===== config.mk =====
export PLATFORM = sky130hd
export DESIGN_NAME = pipeline_hazard_ctrl_flat
export DESIGN_NICKNAME = d
export VERILOG_FILES = /design/src/rtl/pipeline_hazard_ctrl_if.sv /design/src/rtl/pipeline_hazard_ctrl.sv /design/src/flat_wrapper.sv
export SDC_FILE = /design/constraint.sdc
export NUM_CORES = 1
export LEC_CHECK = 0
export CAP_MARGIN = 20
export CORE_MARGIN = 1.5
export CORE_UTILIZATION = 33
export CTS_CLUSTER_SIZE = 28
export DETAILED_ROUTE_END_ITERATION = 16
export GPL_ROUTABILITY_DRIVEN = 0
export PLACE_DENSITY = 0.86
export SETUP_SLACK_MARGIN = 0.4
export SYNTH_ARGS = -nofsm -noshare
export SYNTH_HDL_FRONTEND = slang
export SYNTH_SLANG_ARGS = --single-unit

===== constraint.sdc =====
create_clock -name clk -period 2.23 [get_ports clk]
set_input_delay 0.5575 -clock clk [delete_from_list [all_inputs] [get_ports clk]]
set_output_delay 0.5575 -clock clk [all_outputs]
set_load 0.005 [all_outputs]

===== src/rtl/pipeline_hazard_ctrl_if.sv =====
// ---------------------------------------------------------------------------
// pipeline_hazard_ctrl_if
//   Bundles the ID/EX/MEM register-usage fields seen by the hazard controller
//   and the stall/flush controls it returns to the pipeline.
//
//   Signalling: there is no valid/ready handshake on this bundle. Every
//   signal is a level that is meaningful in the cycle it is presented; the
//   controller answers combinationally in the same cycle, and the pipeline
//   latches act on the answer at the next posedge clk.
//
//   Modports:
//     master - pipeline side: drives ID/EX/MEM fields, receives controls
//     slave  - controller side: receives fields, drives controls
// ---------------------------------------------------------------------------
interface pipeline_hazard_ctrl_if;
  // ID-stage source operands
  logic [4:0] ID_rs1;
  logic [4:0] ID_rs2;
  logic       ID_rs1_used;
  logic       ID_rs2_used;
  logic       ID_is_bj;
  // producers still in flight
  logic [4:0] EX_rd;
  logic [4:0] MEM_rd;
  logic       EX_RegWrite;
  logic       MEM_RegWrite;
  // controls back to the pipeline
  logic       PC_EN;
  logic       Data_stall;
  logic       BJ_stall;
  logic       ID_EX_flush;
  logic       flush_active;

  modport master (
    output ID_rs1, ID_rs2, ID_rs1_used, ID_rs2_used, ID_is_bj,
    output EX_rd, MEM_rd, EX_RegWrite, MEM_RegWrite,
    input  PC_EN, Data_stall, BJ_stall, ID_EX_flush, flush_active
  );

  modport slave (
    input  ID_rs1, ID_rs2, ID_rs1_used, ID_rs2_used, ID_is_bj,
    input  EX_rd, MEM_rd, EX_RegWrite, MEM_RegWrite,
    output PC_EN, Data_stall, BJ_stall, ID_EX_flush, flush_active
  );
endinterface


===== src/rtl/pipeline_hazard_ctrl.sv =====
// ---------------------------------------------------------------------------
// pipeline_hazard_ctrl
//   Hazard and stall controller for the 5-stage pipeline. Detects RAW
//   dependencies of the ID instruction on producers in EX or MEM (no
//   forwarding, so the consumer waits until the producer reaches WB) and
//   runs a fixed-length IF/ID flush after each taken branch/jump.
//
// Parameters:
//   FLUSH_CYCLES  cycles BJ_stall is held per branch/jump (1..7)
//
// Ports:
//   clk   pipeline clock, all state on posedge
//   rst   synchronous, active-high reset; forces outputs to their idle values
//   hz    pipeline_hazard_ctrl_if.slave
//           in : ID_rs1/2, ID_rs1/2_used, ID_is_bj, EX_rd, MEM_rd,
//                EX_RegWrite, MEM_RegWrite
//           out: PC_EN, Data_stall, BJ_stall, ID_EX_flush,
//                flush_active (debug: FSM is in FLUSH)
//
// Optional build macro:
//   HAZARD_PERF_CNT_EN  adds stall_cnt[31:0] (cycles with Data_stall=1) and
//                       flush_cnt[31:0] (cycles with BJ_stall=1); both clear
//                       on rst and wrap naturally.
// ---------------------------------------------------------------------------
module pipeline_hazard_ctrl #(
  parameter int FLUSH_CYCLES = 3
) (
  input  logic                  clk,
  input  logic                  rst,
  pipeline_hazard_ctrl_if.slave hz
`ifdef HAZARD_PERF_CNT_EN
  ,
  output logic [31:0]           stall_cnt,
  output logic [31:0]           flush_cnt
`endif
);

  typedef enum logic {
    RUN   = 1'b0,
    FLUSH = 1'b1
  } state_t;

  // cnt holds the number of FLUSH cycles still to come after the current one
  localparam logic [2:0] CNT_LOAD = 3'(FLUSH_CYCLES - 1);

  state_t     state, state_nxt;
  logic [2:0] cnt, cnt_nxt;

  logic rs1_haz, rs2_haz, haz;
  logic pc_en, data_stall, bj_stall, id_ex_flush, flush_active;

  // x0 is hard-wired zero, so a write to it never creates a dependency.
  // A producer in WB is not checked: the register file writes before read.
  assign rs1_haz = hz.ID_rs1_used && (hz.ID_rs1 != 5'd0) &&
                   ((hz.EX_RegWrite  && (hz.EX_rd  == hz.ID_rs1)) ||
                    (hz.MEM_RegWrite && (hz.MEM_rd == hz.ID_rs1)));
  assign rs2_haz = hz.ID_rs2_used && (hz.ID_rs2 != 5'd0) &&
                   ((hz.EX_RegWrite  && (hz.EX_rd  == hz.ID_rs2)) ||
                    (hz.MEM_RegWrite && (hz.MEM_rd == hz.ID_rs2)));
  assign haz     = rs1_haz || rs2_haz;

  always_ff @(posedge clk) begin
    if (rst) begin
      state <= RUN;
      cnt   <= 3'd0;
    end else begin
      state <= state_nxt;
      cnt   <= cnt_nxt;
    end
  end

  always_comb begin
    state_nxt    = state;
    cnt_nxt      = cnt;
    pc_en        = 1'b1;
    data_stall   = 1'b0;
    bj_stall     = 1'b0;
    id_ex_flush  = 1'b0;
    flush_active = 1'b0;
    if (rst) begin
      // outputs stay at their idle defaults while reset is asserted
      state_nxt = RUN;
      cnt_nxt   = 3'd0;
    end else begin
      case (state)
        RUN: begin
          data_stall  = haz;
          id_ex_flush = haz;
          pc_en       = !haz;
          // a branch waiting on an operand stalls first; it enters FLUSH
          // in the cycle its hazard clears
          if (hz.ID_is_bj && !haz) begin
            state_nxt = FLUSH;
            cnt_nxt   = CNT_LOAD;
          end
        end
        FLUSH: begin
          // ID holds the injected NOP, so hazards and ID_is_bj are ignored;
          // the PC loads the resolved target on the last flush cycle
          bj_stall     = 1'b1;
          flush_active = 1'b1;
          pc_en        = (cnt == 3'd0);
          if (cnt == 3'd0) begin
            state_nxt = RUN;
          end else begin
            cnt_nxt = cnt - 3'd1;
          end
        end
        default: begin
          state_nxt = RUN;
          cnt_nxt   = 3'd0;
        end
      endcase
    end
  end

  assign hz.PC_EN        = pc_en;
  assign hz.Data_stall   = data_stall;
  assign hz.BJ_stall     = bj_stall;
  assign hz.ID_EX_flush  = id_ex_flush;
  assign hz.flush_active = flush_active;

`ifdef HAZARD_PERF_CNT_EN
  always_ff @(posedge clk) begin
    if (rst) begin
      stall_cnt <= 32'd0;
      flush_cnt <= 32'd0;
    end else begin
      stall_cnt <= stall_cnt + {31'd0, data_stall};
      flush_cnt <= flush_cnt + {31'd0, bj_stall};
    end
  end
`endif

endmodule


===== src/flat_wrapper.sv =====
// flat-port wrapper written by rule: the top's interface ports become plain ports
module pipeline_hazard_ctrl_flat 
#(
  parameter int FLUSH_CYCLES = 3
)
  (clk, rst, hz_ID_rs1, hz_ID_rs2, hz_ID_rs1_used, hz_ID_rs2_used, hz_ID_is_bj, hz_EX_rd, hz_MEM_rd, hz_EX_RegWrite, hz_MEM_RegWrite, hz_PC_EN, hz_Data_stall, hz_BJ_stall, hz_ID_EX_flush, hz_flush_active);
  pipeline_hazard_ctrl_if hz_i ();
  input  logic clk;
  input  logic rst;
  input wire logic [$bits(hz_i.ID_rs1)-1:0] hz_ID_rs1;
  input wire logic [$bits(hz_i.ID_rs2)-1:0] hz_ID_rs2;
  input wire logic [$bits(hz_i.ID_rs1_used)-1:0] hz_ID_rs1_used;
  input wire logic [$bits(hz_i.ID_rs2_used)-1:0] hz_ID_rs2_used;
  input wire logic [$bits(hz_i.ID_is_bj)-1:0] hz_ID_is_bj;
  input wire logic [$bits(hz_i.EX_rd)-1:0] hz_EX_rd;
  input wire logic [$bits(hz_i.MEM_rd)-1:0] hz_MEM_rd;
  input wire logic [$bits(hz_i.EX_RegWrite)-1:0] hz_EX_RegWrite;
  input wire logic [$bits(hz_i.MEM_RegWrite)-1:0] hz_MEM_RegWrite;
  output wire logic [$bits(hz_i.PC_EN)-1:0] hz_PC_EN;
  output wire logic [$bits(hz_i.Data_stall)-1:0] hz_Data_stall;
  output wire logic [$bits(hz_i.BJ_stall)-1:0] hz_BJ_stall;
  output wire logic [$bits(hz_i.ID_EX_flush)-1:0] hz_ID_EX_flush;
  output wire logic [$bits(hz_i.flush_active)-1:0] hz_flush_active;
  assign hz_i.ID_rs1 = hz_ID_rs1;
  assign hz_i.ID_rs2 = hz_ID_rs2;
  assign hz_i.ID_rs1_used = hz_ID_rs1_used;
  assign hz_i.ID_rs2_used = hz_ID_rs2_used;
  assign hz_i.ID_is_bj = hz_ID_is_bj;
  assign hz_i.EX_rd = hz_EX_rd;
  assign hz_i.MEM_rd = hz_MEM_rd;
  assign hz_i.EX_RegWrite = hz_EX_RegWrite;
  assign hz_i.MEM_RegWrite = hz_MEM_RegWrite;
  assign hz_PC_EN = hz_i.PC_EN;
  assign hz_Data_stall = hz_i.Data_stall;
  assign hz_BJ_stall = hz_i.BJ_stall;
  assign hz_ID_EX_flush = hz_i.ID_EX_flush;
  assign hz_flush_active = hz_i.flush_active;
  pipeline_hazard_ctrl #(.FLUSH_CYCLES(FLUSH_CYCLES)) u_core (.clk(clk), .rst(rst), .hz(hz_i));
endmodule

==> metrics.md, run 1 <==
| Metric | Value |
|---|---|
| Status | `finished, violations left` |
| Violated checks | `negative setup slack` |
| Storage element area | `81.3 um2` |
| Sequential Power Share | `0.249` |
| Final core utilization | `0.647` |
| First-pass GRT wire length | `3100 um` |
| Actual slew at the worst max-slew pin | `0.261 ns` |
| Commonest non-fill, non-tap cell in the layout | `xnor2_1` |
| Clock Sinks | `4` |
| Required @ worst endpoint | `1.67 ns` |
| Final Net Count | `145` |
| Site row count | `14` |
| NetSw | `118 uW` |
| Starting DRT DRC Count | `6` |
| Crit end category | `output pin` |
| Setup CP Type | `input port to output pin` |
| Drt wl/cell | `15.2 um` |
| Die span in y | `43.3 um` |
| Clk buf depth | `2` |
| Vias in the first global route | `685` |
| Multi-input logic area | `484 um2` |
| Clock slew at reported path FFs | `0.04 ns` |
| Dpl cells | `125` |
| Die area | `0.00188 mm2` |
| Pin count of the biggest net entering global routing | `10` |
| Startpoint types | `input port` |
| Die W | `43.3 um` |
| Setup WS post-layout | `-0.219 ns` |
| Power per standard cell area | `364 mW/mm2` |
| DP Area | `940 um2` |
| F_max | `0.408 GHz` |
| Fin cells | `130` |
| Final count of hold timing violations | `0` |
| Clk_lat worst skew | `0.23 ns` |
| Max-capacitance violation count | `0` |
| Finished layout cell area | `975 um2` |
| Buffers on Ports | `31` |
| Iteration count of the initial detailed-routing pass | `4` |
| GR Overflow Total | `0` |
| Pleak | `0.000407 uW` |
| Core footprint | `0.00151 mm2` |
| Post-Synthesis Net Count | `100` |
| Layout cells sized above 1 | `0.351` |
| Syn avg cell area | `7.56 um2` |
| Inserted Diodes | `0` |
| Commonest non-fill, non-tap cells in the layout | `xnor2_1 (17), buf_4 (12), dlygate4sd2_1 (11), nand2_1 (6)` |
| Vias | `694` |
| Root Buffer Master | `clkbuf_4` |
| DPL Wire Length | `1490 um` |
| CTS Hold Buffers Added | `0` |
| Synth Cell Area | `537 um2` |
| #FFs+latches synth | `4` |
| Max-slew headroom | `0.823` |
| Total wire length | `1980 um` |
| CTS tree | `yes` |
| Max Slew Vio Count | `0` |
| Tcrit/Tclk final | `1.10` |
| Sw Ratio | `0.333` |
| Netlist cell types | `25` |
| Internal Power | `237 uW` |
| HP Class | `register to register` |
| Worst VDD drop | `303 uV` |
| Filler instances | `134` |
| Layout Area Growth over Synthesis | `81.6%` |
| RSZ-0062 raised after global routing | `yes` |
| # DRC | `0` |
| Total CTS buffers | `3` |
| Synthesized instance count | `71` |
| Vias per inst | `5.34` |
| Clock H-tree levels | `1` |
| Sequential share of the synthesized area | `0.149` |
| Initial antenna violation count | `0` |
| Comb pwr share | `0.502` |
| Clock Skews | `0.00141 ns` |
| Clock Power Share | `0.249` |
| Setup slack, reg-to-reg | `0.72 ns` |
| Number of routed nets with antenna violations | `0` |
| Critical Path AT | `1.89 ns` |
| Tmin final | `2.45 ns` |
| Num ports | `32` |
| Overall Global Routing Usage | `0.217` |
| Final setup violation count | `3` |
| Setup TNS | `-0.625 ns` |
| CP max FO | `2` |
| Initial core utilization | `0.356` |
| Yosys warning count | `0` |
-- flip-flops by register name (all words and copies together), names as in the netlist --
register      flops
u_core.cnt        3
u_core.state      1
-- Yosys cell counts (all sizes together) --
cell type / number / area [um2]
nor2b: 1 / 6.26
ha: 2 / 25.0
nor4: 1 / 6.26
inv: 3 / 11.3
nand2b: 1 / 6.26
a32o: 1 / 11.3
clkbuf: 2 / 7.51
o21a: 1 / 7.51
a311oi: 1 / 8.76
nand3b: 1 / 7.51
buf: 2 / 15.0
o22ai: 4 / 31.3
or4: 1 / 7.51
nor3: 5 / 25.0
o41ai: 1 / 8.76
xnor2: 20 / 175
a32oi: 1 / 8.76
nand3: 1 / 5.00
nor2: 4 / 15.0
a21oi: 3 / 15.0
nand4: 4 / 25.0
nand2: 6 / 22.5
o21ai: 1 / 5.00
dfxtp: 4 / 80.1
-- worst paths after layout --
kind,from,to,cells after the start
max reg2reg,u_core.cnt[0],u_core.cnt[0],7
max,hz_ID_rs2[3],hz_ID_EX_flush,7
min reg2reg,u_core.cnt[1],u_core.cnt[1],2
min,u_core.cnt[1],u_core.cnt[1],2
-- what timing repair did --
action | in CTS | in global routing
gates resized for setup | 54 | 16
pin swaps | 12 | 12
setup buffers | 1 | 1
endpoints found under the setup margin | 9 | 7
-- critical path, stage by stage --
cell,delay (ns)
buf_6,0.10
or4_4,0.53
o21a_1,0.20
buf_4,0.13
a32oi_2,0.18
nor3_2,0.06
buf_2,0.13
-- cell families after synthesis --
logic type | share of synthesized area
AND/OR/NAND/NOR | 0.235
XOR/XNOR | 0.326
AO/OA/AOI/OAI | 0.179
buffers and inverters | 0.0629
flip-flops | 0.149
adder cells (fa/ha/maj) | 0.0466
-- cell type report --
cell class,count,area share
Sequential cell,4,0.0834
Clock buffer,3,0.0231
Inverter,3,0.0116
Timing Repair Buffer,44,0.365
Tap cell,16,0.0205
Multi-Input combinational cell,60,0.497
-- through the flow --
stage	power (uW)	hold slack [ns]	setup slack (ns)
floorplan	170	0.499	0.00620
global placement	260	0.517	-0.875
detailed placement	266	0.550	-0.942
CTS	351	0.559	-0.263
global route	377	0.586	-0.280
finish	355	0.554	-0.219
-- layer usage --
layer | vias up | share of wire | GRT usage
met5 | - | 0 | 0
met4 | 0 | 0.019 | 0.0909
met3 | 4 | 0.083 | 0.0292
met2 | 39 | 0.50 | 0.400
met1 | 309 | 0.40 | 0.249
li1 | 342 | - | -
-- power groups by stage --
stage | clock network (uW) | registers (uW) | logic [uW]
6_report | 88.3 | 88.4 | 178
2_1_floorplan | 0 | 83.2 | 86.7
5_1_grt | 94.9 | 89.3 | 193
3_3_place_gp | 0 | 88.1 | 172
4_1_cts | 91.6 | 88.4 | 171
3_5_place_dp | 0 | 88.7 | 177
(Power assumes the default switching activity.)
==> run 2: changes to the inputs <==
CORE_UTILIZATION = 34   (was 33)
CTS_BUF_LIST = sky130_fd_sc_hd__clkbuf_4 sky130_fd_sc_hd__clkbuf_8   (was default)
PLACE_DENSITY = 0.88   (was 0.86)
==> run 2 against run 1 <==
- cell count unchanged
- highest routed layer unchanged
- the flow still finishes with violations (negative setup slack)
- utilization is 1.1 points higher
- clock skew decreased by 0.00078 ns
- register-to-register slack is essentially flat
- sequential cell count unchanged
==> metrics.md, run 2 (synthesis results as in run 1) <==
| Metric | Value |
|---|---|
| Root Buffer Master | `clkbuf_4` |
| Clock slew at reported path FFs | `0.04 ns (about the same)` |
| Setup WS post-layout | `-0.209 ns (+0.0102 ns)` |
| # DRC | `0 (unchanged)` |
| Reg2reg start | `u_core.cnt[0]` |
| Iteration count of the initial detailed-routing pass | `4 (unchanged)` |
| Die W | `42.7 um (-1.4%)` |
| Clk_lat worst skew | `0.24 ns (about the same)` |
| Clk buf depth | `2 (unchanged)` |
| Actual slew at the worst max-slew pin | `0.233 ns (-0.0286 ns)` |
| RSZ-0062 raised after global routing | `yes` |
| CTS tree | `yes` |
| GR Overflow Total | `0 (unchanged)` |
| Die span in y | `42.7 um (-1.4%)` |
| Clock Skews | `0.000630 ns (-0.000782 ns)` |
| Number of routed nets with antenna violations | `0 (unchanged)` |
| Crit path to | `hz_Data_stall` |
| HP Class | `register to register` |
| Layout Area Growth over Synthesis | `82.5%` |
| Status | `finished, violations left` |
| Pre-CTS setup slack | `-0.922 ns (+0.0206 ns)` |
| CP max FO | `2 (unchanged)` |
| Critical Path AT | `1.88 ns (about the same)` |
| Setup slack, reg-to-reg | `0.73 ns (about the same)` |
| Max Slew Vio Count | `0 (unchanged)` |
| Required @ worst endpoint | `1.67 ns (about the same)` |
| Tcrit/Tclk final | `1.09 (-0.00455)` |
| F_max | `0.410 GHz (+0.42%)` |
| Worst VDD drop | `242 uV (-20%)` |
| Total CTS buffers | `3 (unchanged)` |
| Biggest regs | `u_core.cnt (3), u_core.state (1)` |
| Pleak | `0.000410 uW (+0.55%)` |
| Max reg flops | `3 (unchanged)` |
| DPL Wire Length | `1540 um (+3.4%)` |
| Max-capacitance violation count | `0 (unchanged)` |
| First-pass GRT wire length | `3110 um (+0.42%)` |
| Inserted Diodes | `0 (unchanged)` |
| Vias in the first global route | `744 (+8.6%)` |
| Initial core utilization | `0.361 (+0.00419)` |
| Filler instances | `142 (+6.0%)` |
| CTS Hold Buffers Added | `0 (unchanged)` |
| Vias | `699 (+0.72%)` |
| Max-slew headroom | `0.843 (+0.0193)` |
| Starting DRT DRC Count | `16 (+10)` |
| Buffers on Ports | `31 (unchanged)` |
| Final count of hold timing violations | `0 (unchanged)` |
| Site row count | `14 (unchanged)` |
| Total wire length | `2050 um (+3.8%)` |
| Dpl cells | `126 (+0.80%)` |
| Commonest non-fill, non-tap cells in the layout | `dlygate4sd2_1 (19), xnor2_1 (18), buf_4 (12), nand2_1 (6), clkdlybuf4s50_1 (5)` |
| Drt wl/cell | `15.8 um (+3.8%)` |
| Fin cells | `130 (unchanged)` |
| R2r endpoint | `u_core.cnt[0]` |
| Crit path from | `hz_ID_rs2[4]` |
| Final setup violation count | `3 (unchanged)` |
| Clock H-tree levels | `1 (unchanged)` |
| Reg2Reg Depth | `7 (unchanged)` |
| Top reg by flops | `u_core.cnt` |
| Violated checks | `negative setup slack` |
| Num ports | `32 (unchanged)` |
| Final Net Count | `145 (unchanged)` |
| Core footprint | `0.00149 mm2 (-1.2%)` |
| Die area | `0.00183 mm2 (-2.7%)` |
| Tmin final | `2.44 ns (-0.0102 ns)` |
| Commonest non-fill, non-tap cell in the layout | `dlygate4sd2_1` |
| Overall Global Routing Usage | `0.229 (+0.0118)` |
| Power per standard cell area | `365 mW/mm2 (+0.28%)` |
| Initial antenna violation count | `0 (unchanged)` |
| Pin count of the biggest net entering global routing | `10 (unchanged)` |
| Layout cells sized above 1 | `0.298 (-0.0526)` |
| Vias per inst | `5.38 (+0.72%)` |
| Crit end category | `output pin` |
| Startpoint types | `input port` |
| Clock Sinks | `4 (unchanged)` |
| Setup CP Type | `input port to output pin` |
==> run 2: worst min path at each step <==
stage                   from             to  slack [ns]  cells after the start
2_1_floorplan  u_core.cnt[1]  u_core.cnt[1]        0.50                      2
3_3_place_gp   u_core.cnt[1]  u_core.cnt[1]        0.52                      2
3_5_place_dp   u_core.cnt[1]  u_core.cnt[1]        0.52                      2
4_1_cts        u_core.cnt[1]  u_core.cnt[1]        0.53                      2
5_1_grt        u_core.cnt[1]  u_core.cnt[1]        0.56                      2
6_report       u_core.cnt[1]  u_core.cnt[1]        0.54                      2
==> run 2: per-stage QoR <==
step / util / instance area, um2 / setup TNS (ns) / total power, uW / hold WS (ns)
CTS: 0.648 / 965 / -0.705 / 354 / 0.535
floorplan: - / 549 / 0 / 170 / 0.499
detailed placement: 0.636 / 947 / -3.28 / 267 / 0.523
global placement: 0.636 / 947 / -2.95 / 261 / 0.516
finish: 0.658 / 980 / -0.589 / 358 / 0.538
global route: 0.658 / 980 / -0.734 / 377 / 0.561
==> run 2: where the power goes <==
group,internal (uW),total [uW],switching (uW)
clock,60.4,92.6,32.2
sequential,80.0,88.4,8.44
combinational,96.1,177,80.7
total,236,358,121
==> run 2: metal layers <==
metal / GRT usage / vias to the layer above / wire, um
met1: 0.242 / 316 / 825
li1: - / 341 / -
met2: 0.436 / 38 / 1030
met4: 0.100 / 0 / 32
met3: 0.0340 / 4 / 166
met5: 0 / - / 0
==> run 2: critical path, stage by stage <==
cell     delay (ns)
buf_6          0.09
or4_4          0.52
o21a_1         0.20
buf_4          0.13
a32oi_2        0.18
nor3_2         0.06
buf_2          0.13
==> run 2: area by class of cell <==
class	instances	area (um2)	area share
multi-input combinational	60	473	0.483
timing repair buffer	44	372	0.379
sequential	4	81.3	0.0830
clock buffer	3	22.5	0.0230
tap	16	20.0	0.0204
inverter	3	11.3	0.0115
==> run 2: what timing repair did <==
item | in CTS | in global routing
endpoints found under the setup margin | 9 | 7
endpoints found under the hold margin | 0 | 0
pin swaps | 14 | 11
resized for setup | 54 | 2
buffers inserted | 1 | 0
